### src/rtl/mux_scan_sequencer.sv
// mux_scan_sequencer: walks an N:1 mux select, streams and captures each bit, then flags a mismatch against the latched word
module mux_scan_sequencer #(
  parameter int N  = 16,
  parameter int SW = 4
) (
  input  logic          clk,
  input  logic          rst,
  input  logic          start,
  input  logic [N-1:0]  data_in,
  output logic [SW-1:0] sel,
  input  logic          y_in,
  output logic          ser_out,
  output logic          ser_valid,
  input  logic          ser_ready,
  output logic          busy,
  output logic          done,
  output logic [N-1:0]  cap_word,
  output logic          mismatch
);
  typedef enum logic [1:0] {IDLE, SCAN, DONE} state_t;
  state_t state;
  logic [N-1:0] data_reg;
  logic [N-1:0] cap_nxt;
  if (N > (1 << SW)) begin : g_chk
    $error("N exceeds 2**SW");
  end
  assign busy      = state == SCAN;
  assign ser_valid = state == SCAN;
  assign done      = state == DONE;
  assign ser_out   = ser_valid & y_in;
  always_comb begin
    cap_nxt      = cap_word;
    cap_nxt[sel] = y_in;
  end
  // mismatch compares against cap_nxt so the final bit counts on the DONE-entry edge
  always_ff @(posedge clk or posedge rst) begin
    if (rst) begin
      state    <= IDLE;
      sel      <= '0;
      cap_word <= '0;
      mismatch <= 1'b0;
      data_reg <= '0;
    end else begin
      case (state)
        IDLE: if (start) begin
          data_reg <= data_in;
          cap_word <= '0;
          mismatch <= 1'b0;
          sel      <= '0;
          state    <= SCAN;
        end
        SCAN: if (ser_ready) begin
          cap_word <= cap_nxt;
          if (sel == SW'(N-1)) begin
            sel      <= '0;
            mismatch <= cap_nxt != data_reg;
            state    <= DONE;
          end else sel <= sel + 1'b1;
        end
        DONE: state <= IDLE;
        default: state <= IDLE;
      endcase
    end
  end
endmodule
### config.mk
export PLATFORM = sky130hd
export DESIGN_NAME = mux_scan_sequencer
export DESIGN_NICKNAME = d
export VERILOG_FILES = /design/src/rtl/mux_scan_sequencer.sv
export SDC_FILE = /design/constraint.sdc
export NUM_CORES = 1
export LEC_CHECK = 0
export ABC_AREA = 1
export BUFFER_PORTS_ARGS = -buffer_cell sky130_fd_sc_hd__buf_2
export CAP_MARGIN = 15
export CORE_AREA = 2 2 78 80
export CTS_CLUSTER_DIAMETER = 200
export DETAILED_ROUTE_END_ITERATION = 10
export DIE_AREA = 0 0 80 82
export PLACE_DENSITY = 0.69
export SETUP_SLACK_MARGIN = 0.1
export SLEW_MARGIN = 20
export SYNTH_ARGS = -nofsm -noshare
export SYNTH_HDL_FRONTEND = slang
export SYNTH_SLANG_ARGS = --single-unit
### constraint.sdc
create_clock -name clk -period 4.85 [get_ports clk]
set_input_delay 0.485 -clock clk [delete_from_list [all_inputs] [get_ports clk]]
set_output_delay 0.485 -clock clk [all_outputs]
set_load 0.05 [all_outputs]
# --- Yosys cells after proc, flatten, opt, wreduce, memory -nomap -nowiden ---
# Index checks and enable logic that the tools add are counted.
totals:
  reg_bits: 39
  inputBits: 21
  out_inout_bits: 25
  elab_cells: 41
classes:
  n_addsub: 1
  n_lt_le_gt_ge: 2
  eq_ne: 7
  muxes: 18
  bitwise_logic: 1
  reduce_logical: 7
ops:
  columns: ["cell", "n"]
  rows:
  - ["$mux 16", 2]
  - ["$pmux 16 s2", 1]
  - ["$bwmux 16", 1]
  - ["$ne 16x16->1", 1]
  - ["$mux 4", 3]
  - ["$pmux 4 s2", 1]
  - ["$mux 2", 3]
  - ["$reduce_and 3->1", 2]
  - ["$lt 4x5->1 const B", 1]
  - ["$add 4x1->4 const B", 1]
  - ["$demux 1 s4", 1]
  - ["$eq 4x4->1 const B", 1]
  - ["$ge 4x1->1 const B", 1]
  - ["$mux 1", 4]
  - ["$ne 2x1->1 const B", 2]
  - ["$pmux 2 s2", 1]
  - ["$reduce_and 4->1", 1]
  - ["$eq 2x1->1 const B", 1]
  - ["$eq 2x2->1 const B", 1]
  - ["$logic_not 2->1", 1]
  - ["$ne 2x2->1 const B", 1]
  - ["$pmux 1 s2", 1]
  - ["$reduce_and 2->1", 1]
  - ["$reduce_bool 2->1", 1]
  - ["2 further kinds", 2]

# --- Longest topological paths before layout ---
depth:
  ltp_word: 9
  mapped_depth: 13
  mapped_depth_nobuf: 13

# --- Worst setup path after synthesis ---
# Ideal clock, no wire load.
synth_path:
  path_kind: "reg-to-reg"
  startpoint: "reg sel[0]"
  endpoint: "reg mismatch"
  setup_time_ns: 0.121
  t_arrival_ns: 1.826
  required_time_ns: 4.729
  path_slack_ns: 2.903
  path_stages_with_launch: 12
  path_buffers: 1
  synth_period_minus_slack_ns: 1.947
  cell_sequence: "dfrtp_1 ha_1 clkbuf_1 nand4_1 nand3_1 nand2_1 nor2_1 nand2_1 nor2_1 nand2_1 nand2_1 nand2_1"
synth_via:
  elab_chain_len: 9
  elab_cells_between_ends: 13
  classes_between: "order compare: 2; eq/ne: 3; mux: 6; reduce/logical: 2"
synth_lines:
  columns: ["item", "line_no", "source"]
  rows:
  - ["start: declaration", "10", "output logic [SW-1:0] sel,"]
  - ["start signal: assignment", "58", "end else sel <= sel + 1'b1;"]
  - ["$lt 4x5->1 (implied by the code) or $ge 4x1->1 (tied branches)", "33", "cap_nxt[sel] = y_in;"]
  - ["$logic_and 1x1->1 (implied by the code)", "33", null]
  - ["$mux 1 (implied by the code)", "33", null]
  - ["$demux 1 s4", "33", null]
  - ["$bwmux 16", "33", null]
  - ["$ne 16x16->1", "56", "mismatch <= cap_nxt != data_reg;"]
  - ["$mux 1", "54", "if (sel == SW'(N-1)) begin"]
  - ["$mux 1", "52", "SCAN: if (ser_ready) begin"]
  - ["$pmux 1 s2", "44", "case (state)"]
  - ["end signal: assignment", "56", null]
  - ["end: declaration", "18", "output logic mismatch"]
# Parallel ways exist; a longest one is shown, timed or not. The select of a mux whose other input is x is not followed.
# A chain may end at the register's enable or synchronous reset.

# --- Worst setup path in the final report ---
layout_path:
  startpoint: "reg sel[3]"
  endpoint: "reg mismatch"
# Same word-level chain as after synthesis.

==> metrics.md <==
| Metric | Value |
|---|---|
| Status | completed |
| WS Path Type | flop to flop |
| Clk pwr share | 0.130 |
| Fillers | between 500 and 600 |
| Post-cts hold buffer count | 0 |
| Antenna diode count | 0 |
| Yosys reg bits | 39 |
| Count of flip-flops with a built-in enable after synthesis | 0 |
| YS warnings | 0 |
| First drt pass iteration count | 4 |
| Initial DRC Count | approximately 160 |
| Rel. slew slack | 0.4786 |
| GRT met3 Usage | 0.03077 |
| Post-route ant nets | 0 |
| # setup viols final | 0 |
| Met2 usage | 0.3275 |
| First-pass GRT wire length | 10.02 mm |
| Register area share after synthesis | 0.4123 |
| Initial antenna violation count | 0 |
| Area taken by multi-input logic gates | about 0.0011 mm^2 |
| Clock Latency Late Sink | ~290 ps |
| Clk root buf | clkbuf_8 |
| Clk buf depth | 2 |
| Share of cells above drive strength 1 | 0.1721 |
| Sum Neg Setup Slack | 0 ps |
| CP peak stage delay | ~670 ps |
| WL per Instance | 13.38 um |
| H-tree levels | 2 |
| Family with the most delay on the worst path | simple AND/OR/NAND/NOR gates |
| Global-route track usage on met1 | 0.2533 |
| # IOs | between 40 and 50 |
| Syn Nets | 354 |
| DRT Wirelength | about 5.9 mm |
| Max Slew Vio Count | 0 |
| R2R depth | 10 |
| Int Power | between 0.8 and 0.9 mW |
| CTS buffer count | 5 |
| Switch share | 0.5326 |
| Combinational share of power | 0.554 |
| Cells after Synth | about 330 |
| Die area | 0.006560 mm^2 |
| Most common cell in the netlist | nand2_1 |
| Area leader, netlist | dfrtp_1 |
| Synth top area share | 0.4123 |
| CP Launch Type | flop |
| Synth unique cells | 23 |
| Worst Skew | ~7 ps |
| Die Ht | ~82 um |
| Critical path arrival | around 2400 ps |
| Worst Path Required | a little over 5000 ps |
| Design Power | 1.891 mW |
| CP Cell Sequence | nor2_1, nand3_1, nand3_1, nand2_1, nor2_1, nand2_1, nor2_1, nand2_1, nand2_1, nand2_1 |
| Setup bufs post-CTS | 0 |
| Stages on worst setup path | 10 |
| Top cells by count, synth | nand2_1, nand3_1, dfrtp_1, inv_1, nor2_1 |
| Port Buffers | 45 |
| DRC viols | 0 |
| Register area | 975.9 um^2 |
| Upper clock frequency limit | 444.4 MHz |
| Nets | 390 |
| Fraction of registers with async set/reset | 1.000 |
| Sequential Power Share | 0.317 |
| Clock transition at path regs | roughly 80 ps |
| Die W | 80 um |
| CP max stage cell | dfrtp_1 |
| Critical-path maximum fanout | 23 |
| Row count | 28 |
| Initial Utilization | 0.4120 |
| Syn avg cell area | between 7 and 8 um^2 |
| Gr usage total | 0.1954 |
| Largest net degree at the start of global routing | 40 |
| Routability Congestion | approximately 0.81 |
| Dominant cells by area after synthesis | dfrtp_1, nand3_1, nand2_1, inv_1, nor2_1 |
| Post-Syn Area | 0.002367 mm^2 |
| Vias per cell | approximately 5.3 |
| Gr busiest metal | met2 |
| Crit share post-route | 0.4639 |
| Buf/Inv on CP | 0 |
| Prevailing post-synth register cell | dfrtp_1 |
| Vias in the first global route | about 2200 |
| Area Growth Syn to Fin | 14.06% |
| Detailed Place HPWL | roughly 4 mm |
| Sw power | ~1.0 mW |
| CP endpoint kind | flop |
| Worst-margin pin slew | between 700 and 800 ps |
| # Max-Cap Violations | 0 |
| Lkg Pwr | 1.386 nW |
| Unrepaired setup endpoints after global routing | false |
| Tightest Hold Check Type | input pin to asynchronous set/reset pin |
| Post-layout minimum cycle time | 2250 ps |
| Cell seen most often among critical-path stages | nand2_1 |
| PwrDens | 700.2 mW/mm^2 |
| Fin. Hold Viols | 0 |
| Core box area | roughly 0.0057 mm^2 |
| GRT Residual Overflow | 0 |
| Vias | roughly 2300 |
| CTS tree | done |
| Clock sink count | 39 |
| CTS resizes | 0 |
| Peak VDD IR | around 0.44 mV |
==> cells by family (layout without fill, tap and decap cells) <==
family                     after synthesis  count (layout)  synth area share
buffers and inverters                   58              95            0.1062
DFF                                     39              39            0.4123
muxes                                    3               3           0.01427
adders and majority gates                4               4           0.02114
AOI/OAI and AO/OA                       36              36           0.07928
and+or+nand+nor                        188             188            0.3631
xor gates and xnor gates                 1               1          0.003700
==> worst register-to-register path, stage by stage, from the launching register on <==
cell	delay [ps]
dfrtp_1	670
nor2_1	640
nand3_1	220
nand3_1	140
nand2_1	60
nor2_1	100
nand2_1	60
nor2_1	110
nand2_1	60
nand2_1	50
nand2_1	40
==> worst paths after layout <==
path                       slack, ps         from      endpoint
min reg2reg                      540  data_reg[2]   data_reg[2]
min in group clk                 420  data_in[10]  data_reg[10]
max reg2reg                     2600       sel[3]      mismatch
max                             2600       sel[3]      mismatch
max in group asynchronous       4190          rst  cap_word[15]
min                              290          rst   data_reg[0]
==> power groups by stage <==
stage	Sequential, mW	Combinational (mW)	Clock [mW]
5_1_grt	0.621	1.17	0.265
3_3_place_gp	0.597	1.02	0
2_1_floorplan	0.772	0.659	0
4_1_cts	0.596	1.05	0.252
6_report	0.598	1.05	0.245
3_5_place_dp	0.602	1.04	0
==> routing by layer <==
layer | vias up | wire, um
met1 | 1109 | 2669
met3 | 7 | 288
met2 | 73 | 2855
met5 | - | 0
li1 | 1155 | -
met4 | 0 | 89
==> layout by cell type (no fill, tap or decap) <==
master / instances
nand2_1: 72
nand3_1: 67
buf_2: 45
dfrtp_1: 39
inv_1: 38
nor2_1: 29
o21ai_0: 17
a21oi_1: 14
nand4_1: 13
clkbuf_8: 7
o22ai_1: 4
ha_1: 4
nand3b_1: 3
mux2_2: 3
inv_2: 2
nor2_2: 2
buf_4: 2
nor2_4: 1
nand3_4: 1
o211ai_1: 1
xor2_1: 1
clkbuf_1: 1
==> through the flow <==
stage | util | setup WS, ps | area (um^2) | cells | hold WS (ps)
after floorplan | - | 2903 | 2367 | 329 | 493.3
after global placement | 0.4525 | 2693 | 2600 | 433 | 521.9
after detailed placement | 0.4525 | 2642 | 2600 | 433 | 527.6
after CTS | 0.4699 | 2630 | 2700 | 441 | 321.0
after global routing | 0.4699 | 2361 | 2700 | 441 | 355.2
final | 0.4699 | 2600 | 2700 | 441 | 291.2
==> final cells by class <==
class,instances,area share
tap,75,0.03475
sequential,39,0.3614
multi-input combinational,232,0.4221
inverter,40,0.05561
timing repair buffer,47,0.08897
clock buffer,8,0.03707
Note: power is estimated with default switching activity, not from simulation.
